File: config.mk
export PLATFORM = sky130hd
export DESIGN_NAME = alu_sched_flat
export DESIGN_NICKNAME = d
export VERILOG_FILES = /design/src/rtl/alu_sched_pkg.sv /design/src/rtl/alu_sched_if.sv /design/src/rtl/alu_sched_rr_arb2.sv /design/src/rtl/alu_sched.sv /design/src/flat_wrapper.sv
export SDC_FILE = /design/constraint.sdc
export NUM_CORES = 1
export LEC_CHECK = 0
export ABC_AREA = 1
export CAP_MARGIN = 20
export CORE_AREA = 5 5 206 208
export CTS_CLUSTER_DIAMETER = 100
export CTS_CLUSTER_SIZE = 16
export DETAILED_ROUTE_END_ITERATION = 10
export DIE_AREA = 0 0 211 213
export SYNTH_ARGS = -nofsm -noshare
export SYNTH_HDL_FRONTEND = slang
export SYNTH_HIERARCHICAL = 1
export SYNTH_SLANG_ARGS = --single-unit
File: constraint.sdc
create_clock -name clk -period 2.2 [get_ports clk]
set_clock_uncertainty 0.05 [all_clocks]
set_input_delay 0.22 -clock clk [delete_from_list [all_inputs] [get_ports clk]]
set_output_delay 0.22 -clock clk [all_outputs]
set_load 0.02 [all_outputs]
File: src/rtl/alu_sched_pkg.sv
// Shared op codes, flag bit positions and scheduler state type for alu_sched.
package alu_pkg;

  localparam logic [2:0] OP_PASSB = 3'b000;
  localparam logic [2:0] OP_ADD   = 3'b010;
  localparam logic [2:0] OP_SUB   = 3'b011;
  localparam logic [2:0] OP_AND   = 3'b100;
  localparam logic [2:0] OP_OR    = 3'b101;
  localparam logic [2:0] OP_XOR   = 3'b110;
  localparam logic [2:0] OP_ILL   = 3'b111;

  localparam int FLG_NEG   = 3;
  localparam int FLG_ZERO  = 2;
  localparam int FLG_OVF   = 1;
  localparam int FLG_CARRY = 0;

  typedef enum logic [1:0] {
    IDLE = 2'd0,
    EXEC = 2'd1,
    RESP = 2'd2
  } sched_state_t;

  function automatic logic is_illegal(input logic [2:0] op);
    return op == OP_ILL;
  endfunction

endpackage

File: src/rtl/alu_sched_if.sv
// Request/response handshakes of both ports plus the shared-ALU connection.
// slave = scheduler side, master = requesters and ALU side.
interface alu_sched_if #(
  parameter int WIDTH = 64
);
  logic [1:0]       req_valid;
  logic [1:0]       req_ready;
  logic [WIDTH-1:0] req_a0;
  logic [WIDTH-1:0] req_b0;
  logic [WIDTH-1:0] req_a1;
  logic [WIDTH-1:0] req_b1;
  logic [2:0]       req_cntrl0;
  logic [2:0]       req_cntrl1;
  logic [WIDTH-1:0] alu_a;
  logic [WIDTH-1:0] alu_b;
  logic [2:0]       alu_cntrl;
  logic [WIDTH-1:0] alu_result;
  logic [3:0]       alu_flags;
  logic [1:0]       rsp_valid;
  logic [1:0]       rsp_ready;
  logic [WIDTH-1:0] rsp_result;
  logic [3:0]       rsp_flags;
  logic             rsp_err;

  modport slave (
    input  req_valid, req_a0, req_b0, req_a1, req_b1, req_cntrl0, req_cntrl1,
    input  alu_result, alu_flags, rsp_ready,
    output req_ready, alu_a, alu_b, alu_cntrl, rsp_valid, rsp_result, rsp_flags, rsp_err
  );

  modport master (
    output req_valid, req_a0, req_b0, req_a1, req_b1, req_cntrl0, req_cntrl1,
    output alu_result, alu_flags, rsp_ready,
    input  req_ready, alu_a, alu_b, alu_cntrl, rsp_valid, rsp_result, rsp_flags, rsp_err
  );
endinterface

File: src/rtl/alu_sched_rr_arb2.sv
// Two-way round-robin arbiter; the pointer remembers the last granted port.
module rr_arb2 (
  input  logic       clk,
  input  logic       reset_n,
  input  logic [1:0] i_req,
  input  logic       i_en,
  output logic [1:0] o_grant
);
  logic r_last;

  always_comb begin
    o_grant = i_req;
    if (i_req == 2'b11) begin
      o_grant = r_last ? 2'b01 : 2'b10;
    end
  end

  always_ff @(posedge clk or negedge reset_n) begin
    if (!reset_n) begin
      r_last <= 1'b1;
    end else if (i_en && (i_req != 2'b00)) begin
      r_last <= o_grant[1];
    end
  end
endmodule

File: src/rtl/alu_sched.sv
// Time-shares one combinational ALU between two requesters, one op in flight.
// Optional statistics counters are built when ALU_SCHED_STATS_EN is defined.
module alu_sched
  import alu_pkg::*;
#(
  parameter int WIDTH = 64,
  parameter int CNT_W = 16
) (
  input  logic       clk,
  input  logic       reset_n,
  alu_sched_if.slave bus
`ifdef ALU_SCHED_STATS_EN
  ,
  output logic [CNT_W-1:0] grant_cnt0,
  output logic [CNT_W-1:0] grant_cnt1,
  output logic [CNT_W-1:0] err_cnt
`endif
);
  sched_state_t     r_state;
  sched_state_t     w_state_next;
  logic [1:0]       w_grant;
  logic             w_grant_en;
  logic [1:0]       w_req_ready;
  logic             w_gnt_id;
  logic [2:0]       w_req_op;
  logic [WIDTH-1:0] w_req_a;
  logic [WIDTH-1:0] w_req_b;
  logic             r_id;
  logic [2:0]       r_op;
  logic [WIDTH-1:0] r_alu_a;
  logic [WIDTH-1:0] r_alu_b;
  logic [2:0]       r_alu_cntrl;
  logic [WIDTH-1:0] r_rsp_result;
  logic [3:0]       r_rsp_flags;
  logic             r_rsp_err;

  rr_arb2 u_arb (
    .clk     (clk),
    .reset_n (reset_n),
    .i_req   (bus.req_valid),
    .i_en    (w_grant_en),
    .o_grant (w_grant)
  );

  assign w_gnt_id = w_grant[1];
  assign w_req_op = w_gnt_id ? bus.req_cntrl1 : bus.req_cntrl0;
  assign w_req_a  = w_gnt_id ? bus.req_a1 : bus.req_a0;
  assign w_req_b  = w_gnt_id ? bus.req_b1 : bus.req_b0;

  always_comb begin
    w_state_next = r_state;
    w_grant_en   = 1'b0;
    w_req_ready  = 2'b00;
    case (r_state)
      IDLE: begin
        if (bus.req_valid != 2'b00) begin
          w_grant_en   = 1'b1;
          w_req_ready  = w_grant;
          w_state_next = EXEC;
        end
      end
      EXEC: w_state_next = RESP;
      RESP: begin
        if (bus.rsp_ready[r_id]) begin
          w_state_next = IDLE;
        end
      end
      default: w_state_next = IDLE;
    endcase
  end

  // The ALU operand registers double as the holding registers; an illegal op
  // leaves them untouched so the ALU never sees new values for it.
  always_ff @(posedge clk or negedge reset_n) begin
    if (!reset_n) begin
      r_state      <= IDLE;
      r_id         <= 1'b0;
      r_op         <= OP_PASSB;
      r_alu_a      <= '0;
      r_alu_b      <= '0;
      r_alu_cntrl  <= OP_PASSB;
      r_rsp_result <= '0;
      r_rsp_flags  <= 4'b0000;
      r_rsp_err    <= 1'b0;
    end else begin
      r_state <= w_state_next;
      if (w_grant_en) begin
        r_id <= w_gnt_id;
        r_op <= w_req_op;
        if (!is_illegal(w_req_op)) begin
          r_alu_a     <= w_req_a;
          r_alu_b     <= w_req_b;
          r_alu_cntrl <= w_req_op;
        end
      end
      if (r_state == EXEC) begin
        if (is_illegal(r_op)) begin
          r_rsp_result <= '0;
          r_rsp_flags  <= 4'b0000;
          r_rsp_err    <= 1'b1;
        end else begin
          r_rsp_result <= bus.alu_result;
          r_rsp_flags  <= bus.alu_flags;
          r_rsp_err    <= 1'b0;
        end
      end
    end
  end

  assign bus.req_ready  = w_req_ready;
  assign bus.alu_a      = r_alu_a;
  assign bus.alu_b      = r_alu_b;
  assign bus.alu_cntrl  = r_alu_cntrl;
  assign bus.rsp_valid  = (r_state == RESP) ? (r_id ? 2'b10 : 2'b01) : 2'b00;
  assign bus.rsp_result = r_rsp_result;
  assign bus.rsp_flags  = r_rsp_flags;
  assign bus.rsp_err    = r_rsp_err;

`ifdef ALU_SCHED_STATS_EN
  localparam logic [CNT_W-1:0] CNT_ONE = {{(CNT_W-1){1'b0}}, 1'b1};

  logic [CNT_W-1:0] r_grant_cnt0;
  logic [CNT_W-1:0] r_grant_cnt1;
  logic [CNT_W-1:0] r_err_cnt;

  // Saturating counters: they stick at all-ones instead of wrapping.
  always_ff @(posedge clk or negedge reset_n) begin
    if (!reset_n) begin
      r_grant_cnt0 <= '0;
      r_grant_cnt1 <= '0;
      r_err_cnt    <= '0;
    end else begin
      if (w_grant_en && !w_gnt_id && (r_grant_cnt0 != '1)) begin
        r_grant_cnt0 <= r_grant_cnt0 + CNT_ONE;
      end
      if (w_grant_en && w_gnt_id && (r_grant_cnt1 != '1)) begin
        r_grant_cnt1 <= r_grant_cnt1 + CNT_ONE;
      end
      if ((r_state == EXEC) && is_illegal(r_op) && (r_err_cnt != '1)) begin
        r_err_cnt <= r_err_cnt + CNT_ONE;
      end
    end
  end

  assign grant_cnt0 = r_grant_cnt0;
  assign grant_cnt1 = r_grant_cnt1;
  assign err_cnt    = r_err_cnt;
`endif
endmodule

File: src/flat_wrapper.sv
// flat-port wrapper written by rule: the top's interface ports become plain ports
module alu_sched_flat import alu_pkg::*;
#(
  parameter int WIDTH = 64,
  parameter int CNT_W = 16
)
  (clk, reset_n, bus_req_valid, bus_req_a0, bus_req_b0, bus_req_a1, bus_req_b1, bus_req_cntrl0, bus_req_cntrl1, bus_alu_result, bus_alu_flags, bus_rsp_ready, bus_req_ready, bus_alu_a, bus_alu_b, bus_alu_cntrl, bus_rsp_valid, bus_rsp_result, bus_rsp_flags, bus_rsp_err);
  alu_sched_if #(.WIDTH(WIDTH)) bus_i ();
  input  logic clk;
  input  logic reset_n;
  input wire logic [$bits(bus_i.req_valid)-1:0] bus_req_valid;
  input wire logic [$bits(bus_i.req_a0)-1:0] bus_req_a0;
  input wire logic [$bits(bus_i.req_b0)-1:0] bus_req_b0;
  input wire logic [$bits(bus_i.req_a1)-1:0] bus_req_a1;
  input wire logic [$bits(bus_i.req_b1)-1:0] bus_req_b1;
  input wire logic [$bits(bus_i.req_cntrl0)-1:0] bus_req_cntrl0;
  input wire logic [$bits(bus_i.req_cntrl1)-1:0] bus_req_cntrl1;
  input wire logic [$bits(bus_i.alu_result)-1:0] bus_alu_result;
  input wire logic [$bits(bus_i.alu_flags)-1:0] bus_alu_flags;
  input wire logic [$bits(bus_i.rsp_ready)-1:0] bus_rsp_ready;
  output wire logic [$bits(bus_i.req_ready)-1:0] bus_req_ready;
  output wire logic [$bits(bus_i.alu_a)-1:0] bus_alu_a;
  output wire logic [$bits(bus_i.alu_b)-1:0] bus_alu_b;
  output wire logic [$bits(bus_i.alu_cntrl)-1:0] bus_alu_cntrl;
  output wire logic [$bits(bus_i.rsp_valid)-1:0] bus_rsp_valid;
  output wire logic [$bits(bus_i.rsp_result)-1:0] bus_rsp_result;
  output wire logic [$bits(bus_i.rsp_flags)-1:0] bus_rsp_flags;
  output wire logic [$bits(bus_i.rsp_err)-1:0] bus_rsp_err;
  assign bus_i.req_valid = bus_req_valid;
  assign bus_i.req_a0 = bus_req_a0;
  assign bus_i.req_b0 = bus_req_b0;
  assign bus_i.req_a1 = bus_req_a1;
  assign bus_i.req_b1 = bus_req_b1;
  assign bus_i.req_cntrl0 = bus_req_cntrl0;
  assign bus_i.req_cntrl1 = bus_req_cntrl1;
  assign bus_i.alu_result = bus_alu_result;
  assign bus_i.alu_flags = bus_alu_flags;
  assign bus_i.rsp_ready = bus_rsp_ready;
  assign bus_req_ready = bus_i.req_ready;
  assign bus_alu_a = bus_i.alu_a;
  assign bus_alu_b = bus_i.alu_b;
  assign bus_alu_cntrl = bus_i.alu_cntrl;
  assign bus_rsp_valid = bus_i.rsp_valid;
  assign bus_rsp_result = bus_i.rsp_result;
  assign bus_rsp_flags = bus_i.rsp_flags;
  assign bus_rsp_err = bus_i.rsp_err;
  alu_sched #(.WIDTH(WIDTH), .CNT_W(CNT_W)) u_core (.clk(clk), .reset_n(reset_n), .bus(bus_i));
endmodule
==> results.txt <==
----------------------------------------------------
[Outcome]
  Result of the run ... finished, final reports clean

[Worst setup path]
  Kind of critical path ... flop to output pin
  Worst Setup End Kind ... output pin
  Critical Path RT ... 1.93 ns
  Worst reg2reg path depth ... 10
  Largest fanout on the critical path ... 3
  Endpoint of the most critical setup path ... bus_req_ready[0]
  Worst reg2reg path startpoint ... u_core/u_arb/r_last
  End of the worst register-to-register path ... u_core/bus.alu_a[9]
  Setup slack on the worst flop-to-flop path ... between 0.3 and 0.4 ns
  CP arrival ... 1.73 ns
  Startpoint Class ... flop
  Beginning of the critical path ... u_core/u_arb/r_last

[CTS]
  Max H-tree Level ... 1
  Maximum buffer depth of the clock tree ... 3
  TritonCTS clock tree ... yes
  Clk_lat worst skew ... between 0.4 and 0.5 ns
  TritonCTS Sinks ... 207
  CTS root buffer ... clkbuf_16
  Cts bufs inserted ... 16
  Reg clk slew, reported paths ... 0.08 ns

[STA]
  Worst max-slew margin expressed relative to the limit ... approximately 60%
  RSZ-0062 raised after global routing ... no
  Sum of negative setup slack ... 0 ns
  Crit path time final ... 2.00 ns
  Hold violation total from the final report ... 0
  Slew Limit Fails ... 0
  Worst Tran Pin Value ... 0.603 ns
  Setup Viol. Count Final ... 0
  Final clock period utilization by the worst path ... 91.0%
  Worst Hold Margin ... 0.215 ns
  Max frequency ... 0.500 GHz

[Global routing]
  Global routing met3 resource utilization ... 5.83%
  First-pass GRT wire length ... 59.7 mm
  Number of global-route vias before repair ... 10500
  Total congestion overflow after global routing ... 0
  Met2 Resource Use GR ... approximately 28%
  Number of antenna violations at the first check in global routing ... 0
  Most used routing layer in global routing ... met2
  Met1 GRT Util ... 20.0%
  Largest net degree at the start of global routing ... just under 80
  Total routing resource utilization after global routing ... between 10% and 20%

[Drt]
  DR vias/cell ... 4.30
  Total Wirelength ... 39.8 mm
  Detailed-route DRC error count ... 0
  Average wire per standard cell ... 16.6 um
  Drt initial violations ... 526
  Antenna-violating nets left ... 0
  Via count ... 10300
  Number of detailed-route iterations in the first pass ... 4

[Job]
  # Max-Cap Violations ... 0

[Final layout]
  Layout-stage area growth over the synthesis result ... 68.9%
  Most common cell after layout, fill and taps aside ... nand2_1
  Net count reported at finish ... 2187
  Share of cells above drive strength 1 ... 4.20%
  Most frequent cells in the layout ... 872 x nand2_1, 534 x clkdlybuf4s50_1, 206 x dfrtp_1, 133 x nand3_1, 37 x buf_4
  Antenna diode count ... 0

[Die]
  Number of primary I/O pins ... 540
  Die X-Extent ... 211 um
  Core area ... 0.0404 sq mm
  Initial core utilization ... 24.0%
  Overall die area ... 0.0449 sq mm
  Count of standard-cell rows ... 74
  Vertical die dimension ... 213 um

[Synthesis]
  Number of register bits inferred by synthesis ... slightly above 200
  Fraction of the yosys area taken by sequential cells ... 53.4%
  Average cell area after synthesis ... around 7.3 sq um
  Yosys warns ... 6
  Synth cell types ... 19
  Syn nets ... 1663
  Mapped cell area ... 0.00970 sq mm
  Synthesized netlist cell count ... 1327

[Power and ir drop]
  Leakage power summed over all cells ... 8.17 nW
  Overall Power ... between 20 and 25 mW
  Largest vdd supply drop ... approximately 0.50 mV
  Cell Pwr Density ... ~1300 mW/mm^2

[Placed design]
  Total of buffers placed on input and output ports ... 539
  RD Place Congestion ... roughly 0.91
  Final HPWL DP ... 30.9 mm

[Worst hold path]
  Hold/Removal Path Class ... primary input to flop

----------------------------------------------------
-- final cells by class --
| type | instances | area (sq um) |
|---|---|---|
| Clock buffer | 23 | 448 |
| Inverter | 10 | 40.0 |
| Timing Repair Buffer | 592 | 5980 |
| Multi-Input combinational cell | 1024 | 4070 |
| Fill cell | 4118 | 24000 |
| Sequential cell | 207 | 5180 |
| Tap cell | 532 | 666 |
-- metal layers --
metal	share of wire, %	up-vias	wire, um
li1	-	5109	-
met5	0	-	0
met2	47	411	18800
met3	10	55	3980
met4	2.8	0	1120
met1	40	4684	15800
-- state kept, by name (all words and copies together), names as in the netlist, 2 cells and up --
register	flops
u_core/r_op	3
u_core/bus.alu_b	64
u_core/bus.rsp_result	64
u_core/bus.alu_cntrl	3
u_core/bus.alu_a	64
u_core/r_state	2
u_core/bus.rsp_flags	4
-- per-stage QoR --
| step | instances | cell area, sq um | util (%) | worst slack (ns) |
|---|---|---|---|---|
| 6_report | 2388 | 16400 | 40.6 | 0.198 |
| 2_1_floorplan | 1327 | 9700 | - | 0.534 |
| 3_5_place_dp | 2364 | 15900 | 39.5 | 0.0119 |
| 5_1_grt | 2388 | 16400 | 40.6 | 0.0812 |
| 4_1_cts | 2388 | 16400 | 40.6 | 0.163 |
| 3_3_place_gp | 2364 | 15900 | 39.5 | 0.0466 |
-- critical path: stages, from the launching register on --
cell and delay (ns):
dfstp_2 0.58, inv_1 0.07, a21boi_1 0.12, inv_1 0.06, nor2_1 0.09, dlygate4sd2_1 0.33
-- how the worst min path moves through the flow --
stage | startpoint | end | slack [ns] | cells after the start
4_1_cts | bus_alu_result[48] | u_core/bus.rsp_result[48] | 0.18 | 3
3_3_place_gp | reset_n | u_core/bus.rsp_result[36] | 0.16 | 1
5_1_grt | bus_alu_result[48] | u_core/bus.rsp_result[48] | 0.20 | 3
2_1_floorplan | reset_n | u_core/bus.alu_a[0] | -0.13 | 0
6_report | bus_alu_result[27] | u_core/bus.rsp_result[27] | 0.21 | 3
3_5_place_dp | reset_n | u_core/bus.rsp_result[23] | 0.16 | 1
-- power by group --
group | leakage (nW) | switching [mW] | internal [mW]
combinational | 5.37 | 6.68 | 5.07
sequential | 2.57 | 0.997 | 5.64
clock | 0.217 | 1.38 | 1.41
total | 8.17 | 9.06 | 12.1
-- kinds of logic (layout without fill, tap and decap cells) --
group | Yosys count | after routing | synth area share (%)
AO/OA/AOI/OAI | 6 | 6 | 0.387
AND/OR/NAND/NOR | 1018 | 1018 | 41.2
flip-flops | 207 | 207 | 53.4
buffers and inverters | 96 | 625 | 4.99
-- cells in the mapped netlist --
library cell  instances  share of area, %
o21ai_0               2              0.10
a21boi_0              1             0.077
nand3_1             133               6.9
a21boi_1              1             0.077
dfstp_2               1              0.27
nand3_2               1              0.10
nand2_2               1             0.065
nor2_1               10              0.39
buf_1                 4              0.15
clkinv_1              2             0.077
buf_2                39               2.0
clkbuf_1             33               1.3
nor2_2                1             0.065
a31oi_1               2              0.13
buf_6                10               1.2
dfrtp_1             206                53
nand2_1             872                34
inv_2                 1             0.039
inv_1                 7              0.27
-- timing repair --
action,in CTS,in global routing
hold endpoints to repair,51,0
hold buffers,1,0
setup endpoints to repair,4,0
gates resized for setup,4,0
setup buffers,0,0
Power figures use the tool's default switching activity.
